[config.mk]
export PLATFORM = sky130hd
export DESIGN_NAME = imem_arbiter
export DESIGN_NICKNAME = d
export VERILOG_FILES = /design/src/rtl/imem_arbiter.sv
export SDC_FILE = /design/constraint.sdc
export NUM_CORES = 1
export LEC_CHECK = 0
export BUFFER_PORTS_ARGS = -buffer_cell sky130_fd_sc_hd__buf_2
export CAP_MARGIN = 20
export CORE_ASPECT_RATIO = 1.1
export CORE_MARGIN = 2
export CORE_UTILIZATION = 50
export CTS_CLUSTER_DIAMETER = 60
export CTS_CLUSTER_SIZE = 25
export DETAILED_ROUTE_END_ITERATION = 12
export PLACE_DENSITY = 0.9
export REMOVE_ABC_BUFFERS = 1
export SLEW_MARGIN = 10
export SYNTH_ARGS = -nofsm -noshare
export SYNTH_HDL_FRONTEND = slang
export SYNTH_SLANG_ARGS = --single-unit
[constraint.sdc]
create_clock -name clk -period 2.27 [get_ports clk]
set_clock_uncertainty 0.05 [all_clocks]
set_input_delay 0.454 -clock clk [delete_from_list [all_inputs] [get_ports clk]]
set_output_delay 0.454 -clock clk [all_outputs]
set_load 0.02 [all_outputs]
[src/rtl/imem_arbiter.sv]
// ---------------------------------------------------------------------------
// imem_arbiter
// Two-port round-robin arbiter in front of a combinational-read instruction
// ROM. Port 0 is the fetch unit, port 1 is the debug/loader path. Each access
// takes two cycles. In the first cycle the owner is granted and the latched
// address is driven to the ROM. On the edge that ends it, the ROM word is
// captured into the owner's rdata register and rvalid pulses. Because one
// idle cycle sits between accesses, peak throughput is one access per two
// cycles.
//
// Parameters
//   N   instruction word width
//   CW  width of each saturating per-port completion counter
//
// Ports
//   clk              clock, rising edge
//   reset            asynchronous, active-low reset
//   req0/req1        access request (held until the port sees rvalid)
//   addr0/addr1      word address for the matching port
//   gnt0/gnt1        port owns the memory this cycle
//   rdata0/rdata1    last word returned to the port
//   rvalid0/rvalid1  one-cycle pulse marking new rdata
//   mem_addr         address to the ROM (always the latched address)
//   mem_q            ROM data for mem_addr, valid in the same cycle
//   cnt0/cnt1        completed accesses per port, saturating
// ---------------------------------------------------------------------------
module imem_arbiter #(
    parameter int N  = 32,
    parameter int CW = 16
) (
    input  logic          clk,
    input  logic          reset,
    input  logic          req0,
    input  logic          req1,
    input  logic [5:0]    addr0,
    input  logic [5:0]    addr1,
    output logic          gnt0,
    output logic          gnt1,
    output logic [N-1:0]  rdata0,
    output logic [N-1:0]  rdata1,
    output logic          rvalid0,
    output logic          rvalid1,
    output logic [5:0]    mem_addr,
    input  logic [N-1:0]  mem_q,
    output logic [CW-1:0] cnt0,
    output logic [CW-1:0] cnt1
);

    typedef enum logic [0:0] {
        IDLE = 1'b0,
        BUSY = 1'b1
    } state_t;

    // Increment that sticks at all-ones instead of wrapping.
    function automatic logic [CW-1:0] sat_inc(input logic [CW-1:0] v);
        logic [CW-1:0] r;
        if (v == {CW{1'b1}}) begin
            r = v;
        end else begin
            r = v + {{(CW-1){1'b0}}, 1'b1};
        end
        return r;
    endfunction

    state_t          state_r, state_s;
    logic            owner_r, owner_s;
    logic            last_r, last_s;
    logic            win_s;
    logic [5:0]      addr_r, addr_s;
    logic            gnt0_r, gnt0_s, gnt1_r, gnt1_s;
    logic            rvalid0_r, rvalid0_s, rvalid1_r, rvalid1_s;
    logic [N-1:0]    rdata0_r, rdata0_s, rdata1_r, rdata1_s;
    logic [CW-1:0]   cnt0_r, cnt0_s, cnt1_r, cnt1_s;

    // Round-robin pick: on a tie the port that was not served last wins;
    // otherwise the sole requester wins (req1 alone -> 1, req0 alone -> 0).
    always_comb begin
        win_s = 1'b0;
        if (req0 && req1) begin
            win_s = ~last_r;
        end else begin
            win_s = req1;
        end
    end

    // Next-state and next-value logic; everything holds unless changed below.
    always_comb begin
        state_s   = state_r;
        owner_s   = owner_r;
        last_s    = last_r;
        addr_s    = addr_r;
        gnt0_s    = 1'b0;
        gnt1_s    = 1'b0;
        rvalid0_s = 1'b0;
        rvalid1_s = 1'b0;
        rdata0_s  = rdata0_r;
        rdata1_s  = rdata1_r;
        cnt0_s    = cnt0_r;
        cnt1_s    = cnt1_r;
        case (state_r)
            IDLE: begin
                if (req0 || req1) begin
                    state_s = BUSY;
                    owner_s = win_s;
                    if (win_s) begin
                        addr_s = addr1;
                        gnt1_s = 1'b1;
                    end else begin
                        addr_s = addr0;
                        gnt0_s = 1'b1;
                    end
                end else begin
                    state_s = IDLE;
                end
            end
            BUSY: begin
                // Addresses are ignored here; addr_r was captured on entry.
                state_s = IDLE;
                last_s  = owner_r;
                if (owner_r) begin
                    rdata1_s  = mem_q;
                    rvalid1_s = 1'b1;
                    cnt1_s    = sat_inc(cnt1_r);
                end else begin
                    rdata0_s  = mem_q;
                    rvalid0_s = 1'b1;
                    cnt0_s    = sat_inc(cnt0_r);
                end
            end
            default: begin
                state_s = IDLE;
            end
        endcase
    end

    // State register.
    always_ff @(posedge clk or negedge reset) begin
        if (!reset) begin
            state_r <= IDLE;
        end else begin
            state_r <= state_s;
        end
    end

    // Datapath and output registers; last resets to 1 so port 0 wins the first tie.
    always_ff @(posedge clk or negedge reset) begin
        if (!reset) begin
            owner_r   <= 1'b0;
            last_r    <= 1'b1;
            addr_r    <= 6'd0;
            gnt0_r    <= 1'b0;
            gnt1_r    <= 1'b0;
            rvalid0_r <= 1'b0;
            rvalid1_r <= 1'b0;
            rdata0_r  <= {N{1'b0}};
            rdata1_r  <= {N{1'b0}};
            cnt0_r    <= {CW{1'b0}};
            cnt1_r    <= {CW{1'b0}};
        end else begin
            owner_r   <= owner_s;
            last_r    <= last_s;
            addr_r    <= addr_s;
            gnt0_r    <= gnt0_s;
            gnt1_r    <= gnt1_s;
            rvalid0_r <= rvalid0_s;
            rvalid1_r <= rvalid1_s;
            rdata0_r  <= rdata0_s;
            rdata1_r  <= rdata1_s;
            cnt0_r    <= cnt0_s;
            cnt1_r    <= cnt1_s;
        end
    end

    assign gnt0     = gnt0_r;
    assign gnt1     = gnt1_r;
    assign rvalid0  = rvalid0_r;
    assign rvalid1  = rvalid1_r;
    assign rdata0   = rdata0_r;
    assign rdata1   = rdata1_r;
    assign mem_addr = addr_r;
    assign cnt0     = cnt0_r;
    assign cnt1     = cnt1_r;

endmodule
==> results of run 1 <==
==> power groups by stage <==
stage,combinational [mW],sequential (mW),clock [mW]
4_1_cts,2.22,2.89,1.26
2_1_floorplan,0.623,3.56,0
6_report,2.19,2.89,1.24
3_5_place_dp,2.22,2.92,0
3_3_place_gp,2.15,2.88,0
5_1_grt,2.40,2.96,1.33
==> registers in the layout, indices dropped and copies added, names as in the netlist <==
signal / cells
cnt1: 16
last_r: 1
state_r: 1
rvalid1: 1
rdata1: 32
owner_r: 1
gnt1: 1
rvalid0: 1
rdata0: 32
cnt0: 16
mem_addr: 6
gnt0: 1
==> through the flow <==
step	instances	worst slack (ps)	TNS (ps)	utilization [%]	instance area, sq um
after global routing	729	200.3	0	63.83	5607
after floorplan	436	-310.1	-5306	-	4399
final	729	358.0	0	63.83	5607
after CTS	729	355.7	0	63.83	5607
after detailed placement	713	335.9	0	61.48	5400
after global placement	713	433.5	0	61.48	5400
==> metal layers <==
layer	part of all wire, %	vias up
li1	-	1788
met1	41	1839
met2	50	158
met3	7.1	23
met4	2.2	0
met5	0	-
==> cell type report <==
type                       count  share of cell area (%)
tap                          114                   2.544
multi-input combinational    315                   29.03
clock inverter                 5                   1.339
clock buffer                  11                   2.343
inverter                      12                  0.8034
timing repair buffer         163                   15.26
sequential                   109                   48.67
==> how the worst max path moves through the flow <==
stage,endpoint,start
floorplan,cnt0[2]$_DFFE_PN0P_,owner_r$_DFFE_PN0P_
global placement,mem_addr[4]$_DFFE_PN0P_,req1
detailed placement,mem_addr[1]$_DFFE_PN0P_,req1
CTS,cnt0[1]$_DFFE_PN0P_,cnt0[0]$_DFFE_PN0P_
global route,cnt1[9]$_DFFE_PN0P_,cnt1[2]$_DFFE_PN0P_
finish,cnt0[1]$_DFFE_PN0P_,cnt0[0]$_DFFE_PN0P_
==> placed cells by master, fill, tap and decap left out, types with 2 or more instances in the layout <==
cell type  synthesis  layout
and4_1             2       2
a222oi_1           5       5
nor2_1             5       5
dfrtp_1          108     108
nand4_1            4       4
nand3_1           10      10
bufinv_16          0       2
clkinv_2           0       3
o21ai_0            5       5
mux2_2             2       2
o2111ai_1          4       4
xnor2_1           13      13
buf_4              0      10
and3_1             6       6
nand2_1          202     202
ha_1               2       2
o211ai_1           6       6
clkbuf_8           0       9
xor2_1            15      15
clkbuf_1          15       2
inv_1             11      11
nor4_1             9       9
nor3_1             8       8
buf_2              1     152
==> cells in the mapped netlist, types with 2 or more instances <==
cell         n  area (sq um)
clkbuf_1    15         56.30
dfrtp_1    108          2703
nor3_1       8         40.04
inv_1       11         41.29
buf_1        2         7.510
nand4_1      4         25.02
nor4_1       9         56.30
and4_1       2         17.52
nand3_1     10         50.05
nor2_1       5         18.77
o211ai_1     6         45.04
xor2_1      15         131.4
o2111ai_1    4         35.03
o21ai_0      5         25.02
and3_1       6         37.54
ha_1         2         25.02
a222oi_1     5         50.05
mux2_2       2         22.52
xnor2_1     13         113.9
nand2_1    202         758.2
==> logic make-up (layout without fill, tap and decap cells) <==
family          count (synthesis)  after routing  synth area share (%)
simple gates                  257            257                 25.01
mux                             4              4                 1.064
flops                         109            109                 61.08
fa+ha+maj                       2              2                0.5600
compound gates                 24             24                 4.256
buf+inv                        30            191                 2.548
xor+xnor                       28             28                 5.489
==> PnR_summary.wiki, run 1 <==
{| class="wikitable"
! Metric !! Value
|-
| Outcome || complete, no violations
|-
| Number of buffers added for setup after CTS || 0
|-
| Remaining number of nets flagged by the antenna check after routing || 0
|-
| Share of power burned in the clock network || about a fifth
|-
| Pins over their slew limit || 0
|-
| Reg area || roughly 2700 sq um
|-
| Tightest Hold Check Type || in2async
|-
| Crit path launch type || register
|-
| Arrival time worst endpoint || roughly 2100 ps
|-
| # port buffers || ~150
|-
| Reg clk slew, reported paths || 90 ps
|-
| Sequential fraction of the synthesis area || 61.08%
|-
| Design internal power || between 3 and 4 mW
|-
| Category of the most critical setup path || reg2reg
|-
| PostCTS Resize Cnt || 0
|-
| Critical path's top delay family || simple AND/OR/NAND/NOR gates
|-
| Final routed wire length divided by cell count || about 15 um
|-
| Area of the mapped netlist || roughly 4500 sq um
|-
| HPWL reported at the end of detailed placement || 8.006 mm
|-
| Weighted congestion reported at the end of routability-driven placement || a little over 0.8
|-
| Relative area change from synthesis to final layout || 25.48%
|-
| Net Switching || between 2 and 2.5 mW
|-
| Most congested layer reported by global routing || met2
|-
| Tightest slew margin relative to the limit || between 50% and 60%
|-
| WHS || slightly above 100 ps
|-
| Highest-delay cell along the critical path || nor4_4
|-
| CP cell instances || ha_1 -> nand4_1 -> nor4_4 -> nor2_2 -> mux2_4
|-
| Worst reg-to-reg setup slack || ~360 ps
|-
| Max Cap Viol || 0
|-
| Largest net degree at the start of global routing || 110
|-
| Layout cell share with drive strength beyond 1 || a little under a third
|-
| Instance count of the mapped netlist || ~450
|-
| Setup violation total in the final timing report || 0
|-
| Routing usage on met3 || about 4.5%
|-
| Layout fillers || between 700 and 800
|-
| Global-route track usage on met1 || around 30%
|-
| Remaining Overflow, GRT || 0
|-
| Cell at the root of the clock tree || clkbuf_8
|-
| Most used flip-flop cell after synthesis || dfrtp_1
|-
| Fin crit period || 1912 ps
|-
| GRT met2 Usage || about 39%
|-
| Number of endpoints with negative hold slack in the final report || 0
|-
| PnR Total Power || 6.323 mW
|-
| Net total in the final layout || 660
|-
| Via count || ~3800
|-
| DRC viols || 0
|-
| Bufs and invs on worst path || 0
|-
| Initial drt markers || 204
|-
| Worst r2r dst || cnt0[1]$_DFFE_PN0P_
|-
| Clock sink count || 109
|-
| Vias in the first global route || roughly 3700
|-
| Number of I/O pins || around 150
|-
| Fmax || 0.5230 GHz
|-
| Largest fanout of any net on the critical path || 7
|-
| Footprint of the multi-input gates || between 1500 and 2000 sq um
|-
| Overall routing resource usage || between 20% and 30%
|-
| Average size of a mapped cell || 9.841 sq um
|-
| Proportion of power drawn by flip-flops and latches || around 46%
|-
| Die Height || 103.1 um
|-
| Unrepaired setup endpoints after global routing || false
|-
| Combinational group share of total power || a little over a third
|-
| Library cells used by synthesis || 40
|-
| Deepest level of the CTS H-tree || 3
|-
| Worst vdd rail ir drop || between 0.6 and 0.7 mV
|-
| Drt pass-1 iters || 4
|-
| Post-synth ARST share || 100.0%
|-
| Total routed wirelength || 11.03 mm
|-
| Total number of cells along the worst setup path || 5
|-
| Number of synthesized flops with an enable pin || 0
|-
| Slew at the pin with the worst max-slew slack || between 700 and 800 ps
|-
| Req. time, crit path || around 2500 ps
|-
| Horiz. Die Dim || ~94 um
|-
| Per-cell via count in the routed design || approximately 5.2
|-
| Effective utilization at floorplan || slightly above 50%
|-
| Global-route wire length before repair || about 18 mm
|-
| Critical Path Max Stage Delay || around 460 ps
|-
| Leak || roughly 3.2 nW
|-
| Number of clock buffers inserted by TritonCTS || 9
|-
| TritonCTS clock tree || yes
|-
| Ratio of final minimum period to clock period || between 80 and 90%
|-
| Standard cell core area || 8783 sq um
|-
| Site row count || 36
|-
| Maximum clock insertion buffer count || 2
|-
| Initial antenna violation count || 0
|-
| Final antenna diode count || 0
|-
| Sw Share || slightly below 40%
|-
| Cell Pwr Density || around 1100 nW/um^2
|-
| Hold bufs inserted after CTS || 0
|-
| R2R Path Start || cnt0[0]$_DFFE_PN0P_
|-
| FF+latch count, synth || around 110
|-
| Worst-skew pair later-pin latency || about 360 ps
|-
| Type of element capturing the critical path || register
|-
| Syn. warnings || 0
|-
| Die area || just under 10000 sq um
|-
| Number of cells on the worst reg-to-reg path || 5
|}
Power figures use the tool's default switching activity.
==> inputs of run 2 (changes only) <==
==> constraint.sdc (replaced) <==
create_clock -name clk -period 1.9 [get_ports clk]
set_clock_uncertainty 0.05 [all_clocks]
set_input_delay 0.38 -clock clk [delete_from_list [all_inputs] [get_ports clk]]
set_output_delay 0.38 -clock clk [all_outputs]
set_load 0.02 [all_outputs]
==> PnR_summary.wiki, run 2 (synthesis gave the netlist of run 1 again) <==
{| class="wikitable"
! Metric !! Value
|-
| Most used cells in the layout excluding fill and tap cells || nand2_1, buf_2, dfrtp_1
|-
| Layout fillers || 725 (+0.55%)
|-
| Drt pass-1 iters || 5 (+1)
|-
| Fmax || 0.5535 GHz (+5.8%)
|-
| Number of I/O pins || 154 (unchanged)
|-
| Req. time, crit path || 2140 ps (-340 ps)
|-
| PnR Total Power || 7.431 mW (+18%)
|-
| WHS || 173.6 ps (+71.41 ps)
|-
| Cell Pwr Density || 1307 nW/um^2 (+16%)
|-
| Fin crit period || 1807 ps (-105.3 ps)
|-
| TritonCTS clock tree || yes
|-
| Placed cell count || 721 (+1.1%)
|-
| Worst vdd rail ir drop || 0.6773 mV (+2.4%)
|-
| Arrival time worst endpoint || 2050 ps (-70 ps)
|-
| Final core occ || 64.72% (+0.88 points)
|-
| Max Cap Viol || 0 (unchanged)
|-
| Largest net degree at the start of global routing || 44 (-60%)
|-
| Clock sink count || 109 (unchanged)
|-
| Placement Setup Slack || 67.66 ps (-268.3 ps)
|-
| # port buffers || 153 (unchanged)
|-
| Pins over their slew limit || 0 (unchanged)
|-
| Total routed wirelength || 11.34 mm (+2.8%)
|-
| Via count || 3860 (+1.4%)
|-
| Maximum clock insertion buffer count || 2 (unchanged)
|-
| Overall routing resource usage || 24.21% (+0.97 points)
|-
| Total cell area at the placement stage || 5473 sq um (+1.3%)
|-
| Global-route wire length before repair || 18.24 mm (+3.6%)
|-
| Number of clock buffers inserted by TritonCTS || 9 (unchanged)
|-
| Setup_tns || 0 ps (unchanged)
|-
| Tightest slew margin relative to the limit || 68.72% (+17 points)
|-
| Crit path launch type || register
|-
| Outcome || complete, no violations
|-
| Setup violation total in the final timing report || 0 (unchanged)
|-
| Unrepaired setup endpoints after global routing || true
|-
| Initial drt markers || 206 (+0.98%)
|-
| Vias in the first global route || 3858 (+4.5%)
|-
| Die Height || 103.1 um (unchanged)
|-
| Design area || 5684 sq um (+1.4%)
|-
| Slew at the pin with the worst max-slew slack || 469.3 ps (-245.0 ps)
|-
| Remaining number of nets flagged by the antenna check after routing || 0 (unchanged)
|-
| Number of endpoints with negative hold slack in the final report || 0 (unchanged)
|-
| Cell at the root of the clock tree || clkbuf_8
|-
| Reg area || 2729 sq um (unchanged)
|-
| Net total in the final layout || 669 (+1.4%)
|-
| Die area || 9709 sq um (unchanged)
|-
| Remaining Overflow, GRT || 0 (unchanged)
|-
| Tightest Hold Check Type || in2reg
|-
| HPWL reported at the end of detailed placement || 8.362 mm (+4.5%)
|-
| Category of the most critical setup path || reg2reg
|-
| Footprint of the multi-input gates || 1662 sq um (+2.1%)
|-
| Deepest level of the CTS H-tree || 3 (unchanged)
|-
| Initial antenna violation count || 0 (unchanged)
|-
| Final antenna diode count || 0 (unchanged)
|-
| Largest fanout of any net on the critical path || 14 (+7)
|-
| Horiz. Die Dim || 94.13 um (unchanged)
|-
| Final worst-path setup slack || 93.30 ps (-264.7 ps)
|-
| Most frequent standard cell in the layout excluding fill and tap cells || nand2_1
|-
| Number of standard cells in the layout, taps in and fillers out || 735 (+0.82%)
|-
| Type of element capturing the critical path || register
|-
| Per-cell via count in the routed design || 5.252 (+0.54%)
|-
| Effective utilization at floorplan || 50.87% (unchanged)
|-
| Layout cell share with drive strength beyond 1 || 31.88% (+1.3 points)
|-
| Standard cell core area || 8783 sq um (unchanged)
|-
| Reg clk slew, reported paths || 100 ps (about the same)
|-
| Site row count || 36 (unchanged)
|-
| Worst-skew pair later-pin latency || 360 ps (about the same)
|-
| Leak || 3.207 nW (+0.99%)
|-
| Relative area change from synthesis to final layout || 27.22%
|-
| Ratio of final minimum period to clock period || 95.09% (+11 points)
|-
| Weighted congestion reported at the end of routability-driven placement || 0.9037 (+9.9%)
|-
| Number of buffers added for setup after CTS || 0 (unchanged)
|-
| Final routed wire length divided by cell count || 15.43 um (+2.0%)
|-
| DRC viols || 0 (unchanged)
|}
[run 2: cell count changes in the layout (fill, tap and decap cells not counted), sizes merged]
cell         previous run  this run
bufinv                  2         1
buf                   163       171
clkbuf                 11        10
dlygate4sd3             0         1
clkinv                  4         3
[run 2: cell type report]
type	instances	share of cell area (%)
Sequential cell	109	48.01
Multi-Input combinational cell	315	29.23
Timing Repair Buffer	172	16.51
Tap cell	114	2.509
Clock buffer	10	2.245
Inverter	12	0.7924
Clock inverter	3	0.7044
[run 2: routing by layer]
metal / vias to the layer above / wire [um] / GRT usage [%]
met5: - / 0 / 0
met4: 0 / 145 / 8.473
met3: 15 / 885 / 6.067
met2: 183 / 5672 / 39.67
met1: 1856 / 4639 / 31.73
li1: 1806 / - / -
[run 2: report_power, final]
group	total [mW]	internal [mW]	switching, mW
combinational	2.71	0.908	1.80
sequential	3.42	2.99	0.437
clock	1.30	0.586	0.715
[run 2: timing repair]
action,in CTS,in global routing
setup endpoints to repair,0,6
hold endpoints to repair,32,0
gates resized for setup,0,6
hold buffers,1,0
[run 2: path summary, 6_finish.rpt]
kind	endpoint	start	slack, ps	cells after the start
setup / recovery	cnt1[10]$_DFFE_PN0P_	cnt1[0]$_DFFE_PN0P_	90	6
hold / removal	rdata0[22]$_DFFE_PN0P_	mem_q[22]	170	3
setup reg to reg	cnt1[10]$_DFFE_PN0P_	cnt1[0]$_DFFE_PN0P_	90	6
hold reg to reg	rdata0[22]$_DFFE_PN0P_	rdata0[22]$_DFFE_PN0P_	430	2
max in group asynchronous	last_r$_DFFE_PN1P_	reset	690	3
min in group asynchronous	rdata0[28]$_DFFE_PN0P_	reset	470	2
[run 2: critical path, cell delays in order, from the launching register on]
cell     delay, ps
dfrtp_1        420
ha_1           190
and4_1         220
nand4_2        130
buf_4          220
nor4_1         330
xor2_1         170
